[src/rtl/dft_pkg.sv]
// rtl/dft_pkg.sv - shared state encoding, sample type and length helpers for the direct-DFT engine
package dft_pkg;

   typedef enum logic [2:0] {
      ST_IDLE,
      ST_RUN,
      ST_DRAIN,
      ST_WAIT_OUT,
      ST_FIN
   } dft_state_t;

   localparam int CPLX_W = 16;

   typedef struct packed {
      logic signed [CPLX_W-1:0] re;
      logic signed [CPLX_W-1:0] im;
   } cplx_t;

   // Half an LSB of the Q1.(tw_w-1) product, for round half-up before the shift.
   function automatic int round_const(input int tw_w);
      return 1 << (tw_w - 2);
   endfunction

   function automatic logic legal_points(input logic [31:0] pts, input int log2n_max);
      return (pts >= 32'd2) && (pts <= (32'd1 << log2n_max));
   endfunction

endpackage

[src/rtl/dft_cmul_round.sv]
// rtl/dft_cmul_round.sv - sample x twiddle complex multiply, round half-up, registered
module dft_cmul_round
   import dft_pkg::*;
#(
   parameter int DATA_W = 16,
   parameter int TW_W   = 16
) (
   input  logic                     clk,
   input  logic                     n_Reset,
   input  logic                     in_valid,
   input  logic                     in_first,
   input  logic signed [DATA_W-1:0] smp_re,
   input  logic signed [DATA_W-1:0] smp_im,
   input  logic signed [TW_W-1:0]   tw_cos,
   input  logic signed [TW_W-1:0]   tw_sin,
   output logic                     out_valid,
   output logic                     out_first,
   output logic signed [DATA_W+1:0] out_re,
   output logic signed [DATA_W+1:0] out_im
);

   localparam int FULL_W = DATA_W + TW_W + 1;
   localparam int SHIFT  = TW_W - 1;
   localparam int OUT_W  = DATA_W + 2;

   logic signed [FULL_W-1:0] a_re, a_im, c, s, prod_re, prod_im;

   always_comb begin
      a_re    = FULL_W'(smp_re);
      a_im    = FULL_W'(smp_im);
      c       = FULL_W'(tw_cos);
      s       = FULL_W'(tw_sin);
      prod_re = a_re * c - a_im * s + FULL_W'(round_const(TW_W));
      prod_im = a_re * s + a_im * c + FULL_W'(round_const(TW_W));
   end

   always_ff @(posedge clk or negedge n_Reset) begin
      if (!n_Reset) begin
         out_valid <= 1'b0;
         out_first <= 1'b0;
         out_re    <= '0;
         out_im    <= '0;
      end else begin
         out_valid <= in_valid;
         out_first <= in_first;
         out_re    <= OUT_W'(prod_re >>> SHIFT);
         out_im    <= OUT_W'(prod_im >>> SHIFT);
      end
   end

endmodule

[src/rtl/dft_mac_engine.sv]
// rtl/dft_mac_engine.sv - direct-DFT bin-by-bin MAC engine; define DFT_INVERSE_EN for the inverse transform
module dft_mac_engine
   import dft_pkg::*;
#(
   parameter int DATA_W    = 16,
   parameter int TW_W      = 16,
   parameter int LOG2N_MAX = 12,
   parameter int ACC_W     = DATA_W + LOG2N_MAX + 1
) (
   input  logic                        clk,
   input  logic                        n_Reset,
   input  logic                        i_start,
   input  logic [LOG2N_MAX:0]          i_points,
`ifdef DFT_INVERSE_EN
   input  logic                        i_inverse,
`endif
   output logic                        o_busy,
   output logic                        o_done,
   output logic                        o_err,
   output logic                        o_smp_rd,
   output logic [LOG2N_MAX-1:0]        o_smp_addr,
   input  logic signed [DATA_W-1:0]    i_smp_re,
   input  logic signed [DATA_W-1:0]    i_smp_im,
   output logic [LOG2N_MAX-1:0]        o_tw_addr,
   input  logic signed [TW_W-1:0]      i_tw_cos,
   input  logic signed [TW_W-1:0]      i_tw_sin,
   output logic                        o_res_valid,
   input  logic                        i_res_ready,
   output logic [LOG2N_MAX-1:0]        o_res_k,
   output logic signed [ACC_W-1:0]     o_res_re,
   output logic signed [ACC_W-1:0]     o_res_im
);

   localparam int CNT_W  = LOG2N_MAX;
   localparam int PTS_W  = LOG2N_MAX + 1;
   localparam int PROD_W = DATA_W + 2;

   dft_state_t state_q, state_d;

   logic [PTS_W-1:0]         pts_q;
   logic [CNT_W-1:0]         nm1_q, n_q, k_q, idx_q, idx_next;
   logic [PTS_W-1:0]         idx_sum;
   logic                     issue, xfer, start_ok, start_bad, bin_last, out_free, pipe_empty;
   logic                     points_ok, err_q;
   logic                     v0_q, f0_q, p_valid, p_first;
   logic signed [PROD_W-1:0] p_re, p_im;
   logic signed [ACC_W-1:0]  p_ext_re, p_ext_im, acc_re_q, acc_im_q, res_re, res_im;
   logic signed [TW_W-1:0]   tw_sin_eff;
   logic                     out_valid_q;
   logic [CNT_W-1:0]         out_k_q;
   logic signed [ACC_W-1:0]  out_re_q, out_im_q;

`ifdef DFT_INVERSE_EN
   localparam int L2_W  = $clog2(PTS_W);
   localparam int EXT_W = ACC_W + 1;

   logic                    inv_q;
   logic [L2_W-1:0]         l2n_q, l2n_in;
   logic signed [EXT_W-1:0] half, ext_re, ext_im;

   // Inverse: conjugate twiddle (saturating the most negative sin) and a rounded 1/N scale.
   always_comb begin
      l2n_in = '0;
      for (int i = 0; i < PTS_W; i++) begin
         if (i_points[i]) l2n_in = L2_W'(i);
      end
      points_ok = legal_points(32'(i_points), LOG2N_MAX) &&
                  !(i_inverse && ((i_points & (i_points - PTS_W'(1))) != '0));
      tw_sin_eff = i_tw_sin;
      if (inv_q) begin
         tw_sin_eff = (i_tw_sin == {1'b1, {(TW_W-1){1'b0}}}) ? {1'b0, {(TW_W-1){1'b1}}} : -i_tw_sin;
      end
      half   = EXT_W'(1) <<< (l2n_q - L2_W'(1));
      ext_re = {acc_re_q[ACC_W-1], acc_re_q};
      ext_im = {acc_im_q[ACC_W-1], acc_im_q};
      res_re = inv_q ? ACC_W'((ext_re + half) >>> l2n_q) : acc_re_q;
      res_im = inv_q ? ACC_W'((ext_im + half) >>> l2n_q) : acc_im_q;
   end

   always_ff @(posedge clk or negedge n_Reset) begin
      if (!n_Reset) begin
         inv_q <= 1'b0;
         l2n_q <= '0;
      end else if (start_ok) begin
         inv_q <= i_inverse;
         l2n_q <= l2n_in;
      end
   end
`else
   assign points_ok  = legal_points(32'(i_points), LOG2N_MAX);
   assign tw_sin_eff = i_tw_sin;
   assign res_re     = acc_re_q;
   assign res_im     = acc_im_q;
`endif

   // idx tracks (k*n) mod N incrementally; idx < N and k < N so one subtract suffices.
   assign idx_sum  = {1'b0, idx_q} + {1'b0, k_q};
   assign idx_next = (idx_sum >= pts_q) ? CNT_W'(idx_sum - pts_q) : CNT_W'(idx_sum);

   always_comb begin
      state_d    = state_q;
      issue      = 1'b0;
      xfer       = 1'b0;
      start_ok   = 1'b0;
      start_bad  = 1'b0;
      bin_last   = (k_q == nm1_q);
      out_free   = !out_valid_q || i_res_ready;
      pipe_empty = !v0_q && !p_valid;
      case (state_q)
         ST_IDLE: begin
            if (i_start) begin
               if (points_ok) begin
                  start_ok = 1'b1;
                  state_d  = ST_RUN;
               end else begin
                  start_bad = 1'b1;
               end
            end
         end
         ST_RUN: begin
            issue = 1'b1;
            if (n_q == nm1_q) state_d = ST_DRAIN;
         end
         ST_DRAIN, ST_WAIT_OUT: begin
            if (pipe_empty) begin
               if (out_free) begin
                  xfer    = 1'b1;
                  state_d = bin_last ? ST_FIN : ST_RUN;
               end else begin
                  state_d = ST_WAIT_OUT;
               end
            end
         end
         ST_FIN: begin
            if (!out_valid_q) state_d = ST_IDLE;
         end
         default: state_d = ST_IDLE;
      endcase
   end

   dft_cmul_round #(
      .DATA_W (DATA_W),
      .TW_W   (TW_W)
   ) u_cmul (
      .clk       (clk),
      .n_Reset   (n_Reset),
      .in_valid  (v0_q),
      .in_first  (f0_q),
      .smp_re    (i_smp_re),
      .smp_im    (i_smp_im),
      .tw_cos    (i_tw_cos),
      .tw_sin    (tw_sin_eff),
      .out_valid (p_valid),
      .out_first (p_first),
      .out_re    (p_re),
      .out_im    (p_im)
   );

   assign p_ext_re = {{(ACC_W-PROD_W){p_re[PROD_W-1]}}, p_re};
   assign p_ext_im = {{(ACC_W-PROD_W){p_im[PROD_W-1]}}, p_im};

   always_ff @(posedge clk or negedge n_Reset) begin
      if (!n_Reset) begin
         state_q     <= ST_IDLE;
         err_q       <= 1'b0;
         pts_q       <= '0;
         nm1_q       <= '0;
         n_q         <= '0;
         k_q         <= '0;
         idx_q       <= '0;
         v0_q        <= 1'b0;
         f0_q        <= 1'b0;
         acc_re_q    <= '0;
         acc_im_q    <= '0;
         out_valid_q <= 1'b0;
         out_k_q     <= '0;
         out_re_q    <= '0;
         out_im_q    <= '0;
      end else begin
         state_q <= state_d;
         err_q   <= start_bad;
         v0_q    <= issue;
         f0_q    <= issue && (n_q == '0);
         if (start_ok) begin
            pts_q <= i_points;
            nm1_q <= CNT_W'(i_points - PTS_W'(1));
            n_q   <= '0;
            k_q   <= '0;
            idx_q <= '0;
         end else if (issue) begin
            n_q   <= n_q + CNT_W'(1);
            idx_q <= idx_next;
         end else if (xfer && !bin_last) begin
            k_q   <= k_q + CNT_W'(1);
            n_q   <= '0;
            idx_q <= '0;
         end
         // First product of a bin loads, so the previous bin needs no explicit clear.
         if (p_valid) begin
            acc_re_q <= p_first ? p_ext_re : acc_re_q + p_ext_re;
            acc_im_q <= p_first ? p_ext_im : acc_im_q + p_ext_im;
         end
         if (xfer) begin
            out_valid_q <= 1'b1;
            out_k_q     <= k_q;
            out_re_q    <= res_re;
            out_im_q    <= res_im;
         end else if (i_res_ready) begin
            out_valid_q <= 1'b0;
         end
      end
   end

   assign o_busy      = (state_q != ST_IDLE);
   assign o_done      = (state_q == ST_FIN) && !out_valid_q;
   assign o_err       = err_q;
   assign o_smp_rd    = issue;
   assign o_smp_addr  = n_q;
   assign o_tw_addr   = idx_q;
   assign o_res_valid = out_valid_q;
   assign o_res_k     = out_k_q;
   assign o_res_re    = out_re_q;
   assign o_res_im    = out_im_q;

endmodule

[config.mk]
export PLATFORM = sky130hd
export DESIGN_NAME = dft_mac_engine
export DESIGN_NICKNAME = d
export VERILOG_FILES = /design/src/rtl/dft_pkg.sv /design/src/rtl/dft_cmul_round.sv /design/src/rtl/dft_mac_engine.sv
export SDC_FILE = /design/constraint.sdc
export NUM_CORES = 2
export LEC_CHECK = 0
export BUFFER_PORTS_ARGS = -buffer_cell sky130_fd_sc_hd__buf_2
export CORE_MARGIN = 3
export CORE_UTILIZATION = 30
export DETAILED_ROUTE_END_ITERATION = 10
export GPL_TIMING_DRIVEN = 0
export SLEW_MARGIN = 30
export SYNTH_ARGS = -nofsm -noshare
export SYNTH_HDL_FRONTEND = slang
export SYNTH_SLANG_ARGS = --single-unit
[constraint.sdc]
create_clock -name clk -period 9.24 [get_ports clk]
set_input_delay 0.462 -clock clk [delete_from_list [all_inputs] [get_ports clk]]
set_output_delay 0.462 -clock clk [all_outputs]
set_load 0.02 [all_outputs]
==> results.yml <==
synthesis:
  synthTopCellsByArea: "sky130_fd_sc_hd__fa_1 (38%), sky130_fd_sc_hd__ha_1 (12%), sky130_fd_sc_hd__dfrtp_1 (11%)"
  synth-adder-area-share: 0.504
  ys_seq_area_frac: 0.106
  yosysWarnings: 0
  synth.top_cell.area_share: 0.383
  combinational_family_with_the_most_area_after_synthesis: "adder cells"
  syn-cell-area_sq_um: 55000
  synthesis.instances: 6037
  synth.area.mux_share: 0.0158
  synth_xor_xnor_area_share: 0.0428
  post_synth_num_cell_types: 71
  synth-edff-count: 0
  share_of_the_synthesized_area_in_compound_gates_ao_oa_aoi_oai: 0.0811
  synth_area_leader_cell: "sky130_fd_sc_hd__fa_1"
  synth-async-reset-ratio: 1.00
  avgSynthCellArea_sq_um: 9.12
  synth_ff_type: "sky130_fd_sc_hd__dfrtp_1"
  mappedNetlistNets: 7706
  synth-seq-cells: 234
  synth-simple-area-share: 0.145
cells_and_area:
  finalNetCount: 7923
  postLayoutCellArea_sq_um: 60500
  fill_cells: 18800
  syn_to_final_growth_pct: 9.90
  post_route_cells_drive_above_1_share: 0.0786
clocking:
  root_buffer: "sky130_fd_sc_hd__clkbuf_16"
  number_of_cts_inserted_buffers: 28
  clock-sinks: 234
  cts_tree: "yes"
  clkLatencyLatePin_ns: 0.56
  htree_levels: 1
  cts_buffer_depth: 3
  clk_pin_slew_worst_paths_ns: 0.06
floorplanning:
  num_rows: 156
  floorplan.io_pins: 180
  design.die.area_sq_um: 189000
  coreArea_sq_um: 182000
  floorplan.initialDensity: 0.303
  die_w_um: 434
  fp.dieH_um: 434
job:
  maxCapViolCount: 0
sta:
  min_period_over_period: 0.977
  achievable-frequency_mhz: 111
  setup_viol_count_final: 0
  worst_slew_margin_relative_to_its_limit: 0.225
  slew_violations: 0
  timing.clock.skew_ns: 0.0137
  hold_viol_final: 0
  hold-worst-slack_ns: 0.137
  min_clock_period_post_route_ns: 9.03
  timing_worst_slew_pin_value_ns: 1.16
placed_design:
  dpl.hpwl_um: 151000
  cell_area_after_placement_sq_um: 59100
  place_congestion: 0.975
  port_buffers: 179
setup_path:
  path_common_cell: "sky130_fd_sc_hd__fa_1"
  critical-path-max-stage-delay_ns: 0.54
  worst-endpoint-arrival_ns: 9.42
  critical_path_required_ns: 9.63
  critical_path.max_fanout: 10
  kind_of_launch_point_of_the_worst_setup_path: "input port"
  worst-setup-path-type: "in -> reg"
  timing.critical_path.to_type: "flip-flop"
  slowest_stage: "sky130_fd_sc_hd__fa_1"
routing:
  detail_route.drc_violations: 0
  routed_wire_length_per_instance_um: 21.0
  detail-route-antenna-nets: 0
  drt_wl_total_um: 182000
  drt-vias-per-instance: 4.92
  via_count: 42600
  drt_first_iter_violations: 2505
  drt_pre_antenna_iters: 5
global_route:
  grt_start_max_net_pins: 90
  grt_use_total: 0.195
  wire_length_of_the_first_global_routing_pass_um: 277000
  grt_antenna_before_repair: 54
  vias_in_the_first_global_route: 45300
  grt_remaining_overflow: 0
outcome:
  run_status: "complete, no violations"
worst_hold_path:
  hold_class: "in -> reg"
[layout make-up]
type,count,area [sq um],area share
plain buffers,249,1190,0.0197
clock inverters,10,154,0.00254
flip-flops and latches,234,5860,0.0968
multi-input cells,4273,43600,0.721
well taps,2370,2970,0.0490
diodes,25,62.6,0.00103
inverters,1280,4810,0.0795
clock buffers,40,806,0.0133
repair buffers,188,1030,0.0170
[final timing paths]
check | startpoint | end | slack, ns | depth (start not counted)
setup / recovery | i_tw_sin[5] | u_cmul.out_re[17] | 0.21 | 35
hold / removal | i_points[0] | nm1_q[0] | 0.14 | 2
setup reg to reg | k_q[1] | o_tw_addr[1] | 4.16 | 18
hold reg to reg | f0_q | u_cmul.out_first | 0.35 | 0
max in group asynchronous | n_Reset | u_cmul.out_re[3] | 7.96 | 3
min in group asynchronous | n_Reset | o_res_re[27] | 0.44 | 2
[sequential cells by signal (all words and copies together) (netlist names), 13 cells and up]
name	count
acc_re_q	29
o_res_re	29
pts_q	13
u_cmul.out_re	18
u_cmul.out_im	18
o_res_im	29
acc_im_q	29
[metrics by stage]
stage	worst slack, ns	setup TNS (ns)	utilization	instances
floorplan	1.07	0	-	6037
global placement	-3.35	-32.32	0.324	8586
detailed placement	-1.66	-10.17	0.325	8590
CTS	-0.0421	-0.0421	0.332	8641
global route	-0.0470	-0.0470	0.333	8653
finish	0.208	0	0.333	8669
[what timing repair did]
| action | 4_1_cts | 5_1_grt |
|---|---|---|
| setup endpoints to repair | 8 | 9 |
| buffers inserted | 1 | 2 |
| hold endpoints to repair | 65 | 0 |
| hold buffers | 1 | 0 |
| gates resized for setup | 98 | 161 |
| pin swaps | 1 | 4 |
[layout by cell type (no fill, tap or decap), types with 21 or more instances in the layout]
cell type and count:
sky130_fd_sc_hd__inv_1 1278, sky130_fd_sc_hd__fa_1 1052, sky130_fd_sc_hd__nand2_1 627, sky130_fd_sc_hd__ha_1 536, sky130_fd_sc_hd__and2_1 490, sky130_fd_sc_hd__nor2_1 252
sky130_fd_sc_hd__dfrtp_1 234, sky130_fd_sc_hd__a21oi_1 218, sky130_fd_sc_hd__buf_2 193, sky130_fd_sc_hd__xnor2_1 167, sky130_fd_sc_hd__o21ai_0 130, sky130_fd_sc_hd__clkbuf_2 109
sky130_fd_sc_hd__clkbuf_1 99, sky130_fd_sc_hd__a21o_1 99, sky130_fd_sc_hd__xor2_1 89, sky130_fd_sc_hd__mux2_2 70, sky130_fd_sc_hd__o21a_1 57, sky130_fd_sc_hd__nand3_1 57
sky130_fd_sc_hd__nand2b_1 45, sky130_fd_sc_hd__nor3_1 43, sky130_fd_sc_hd__o21bai_1 31, sky130_fd_sc_hd__clkbuf_16 28, sky130_fd_sc_hd__and3_1 27, sky130_fd_sc_hd__diode_2 25
sky130_fd_sc_hd__nand4_1 25, sky130_fd_sc_hd__o211ai_1 23, sky130_fd_sc_hd__nor2b_1 21
[cells in the mapped netlist, drive strengths merged (7+ instances only)]
cell type  count
and2         490
fa          1052
a21o          99
a31oi         19
nand2        627
nand2b        45
a221o          7
nor4          11
or3            9
mux2          70
o2111ai        7
clkbuf       236
nand3         58
buf           14
o211ai        23
nor2         252
a211oi        15
o21ai        135
a211o         10
or2           12
nor3          44
o21a          57
xnor2        177
o31ai          8
nand4         25
inv         1279
o21bai        31
a21oi        219
nor2b         22
ha           536
dfrtp        234
and3          27
mux2i          8
xor2          92
[cell families after synthesis]
kind of cell             after synthesis
AO/OA/AOI/OAI                        696
XOR/XNOR                             269
adder cells (fa/ha/maj)             1588
buffers and inverters               1530
flip-flops                           234
multiplexers                          78
AND/OR/NAND/NOR                     1642
[metal layers]
layer  global-route usage  share of wire  wire length (um)  up-vias
met5                    0        0.00031                57        -
met4               0.0927          0.061             11100       10
met3               0.0307          0.081             14700      497
met2                0.330           0.47             85300     1654
met1                0.241           0.39             70400    21500
li1                     -              -                 -    19000
[worst max-delay path, delay by kind of cell]
family                     cells  cell delay [ns]
AOI/OAI and AO/OA             12             3.12
xor gates and xnor gates       1             0.18
adders and majority gates      9             3.89
buffers and inverters          6             0.73
and+or+nand+nor                7             1.00
Power is not shown: default switching activity piles up to over one toggle a cycle in this logic, so the estimate is an artifact.
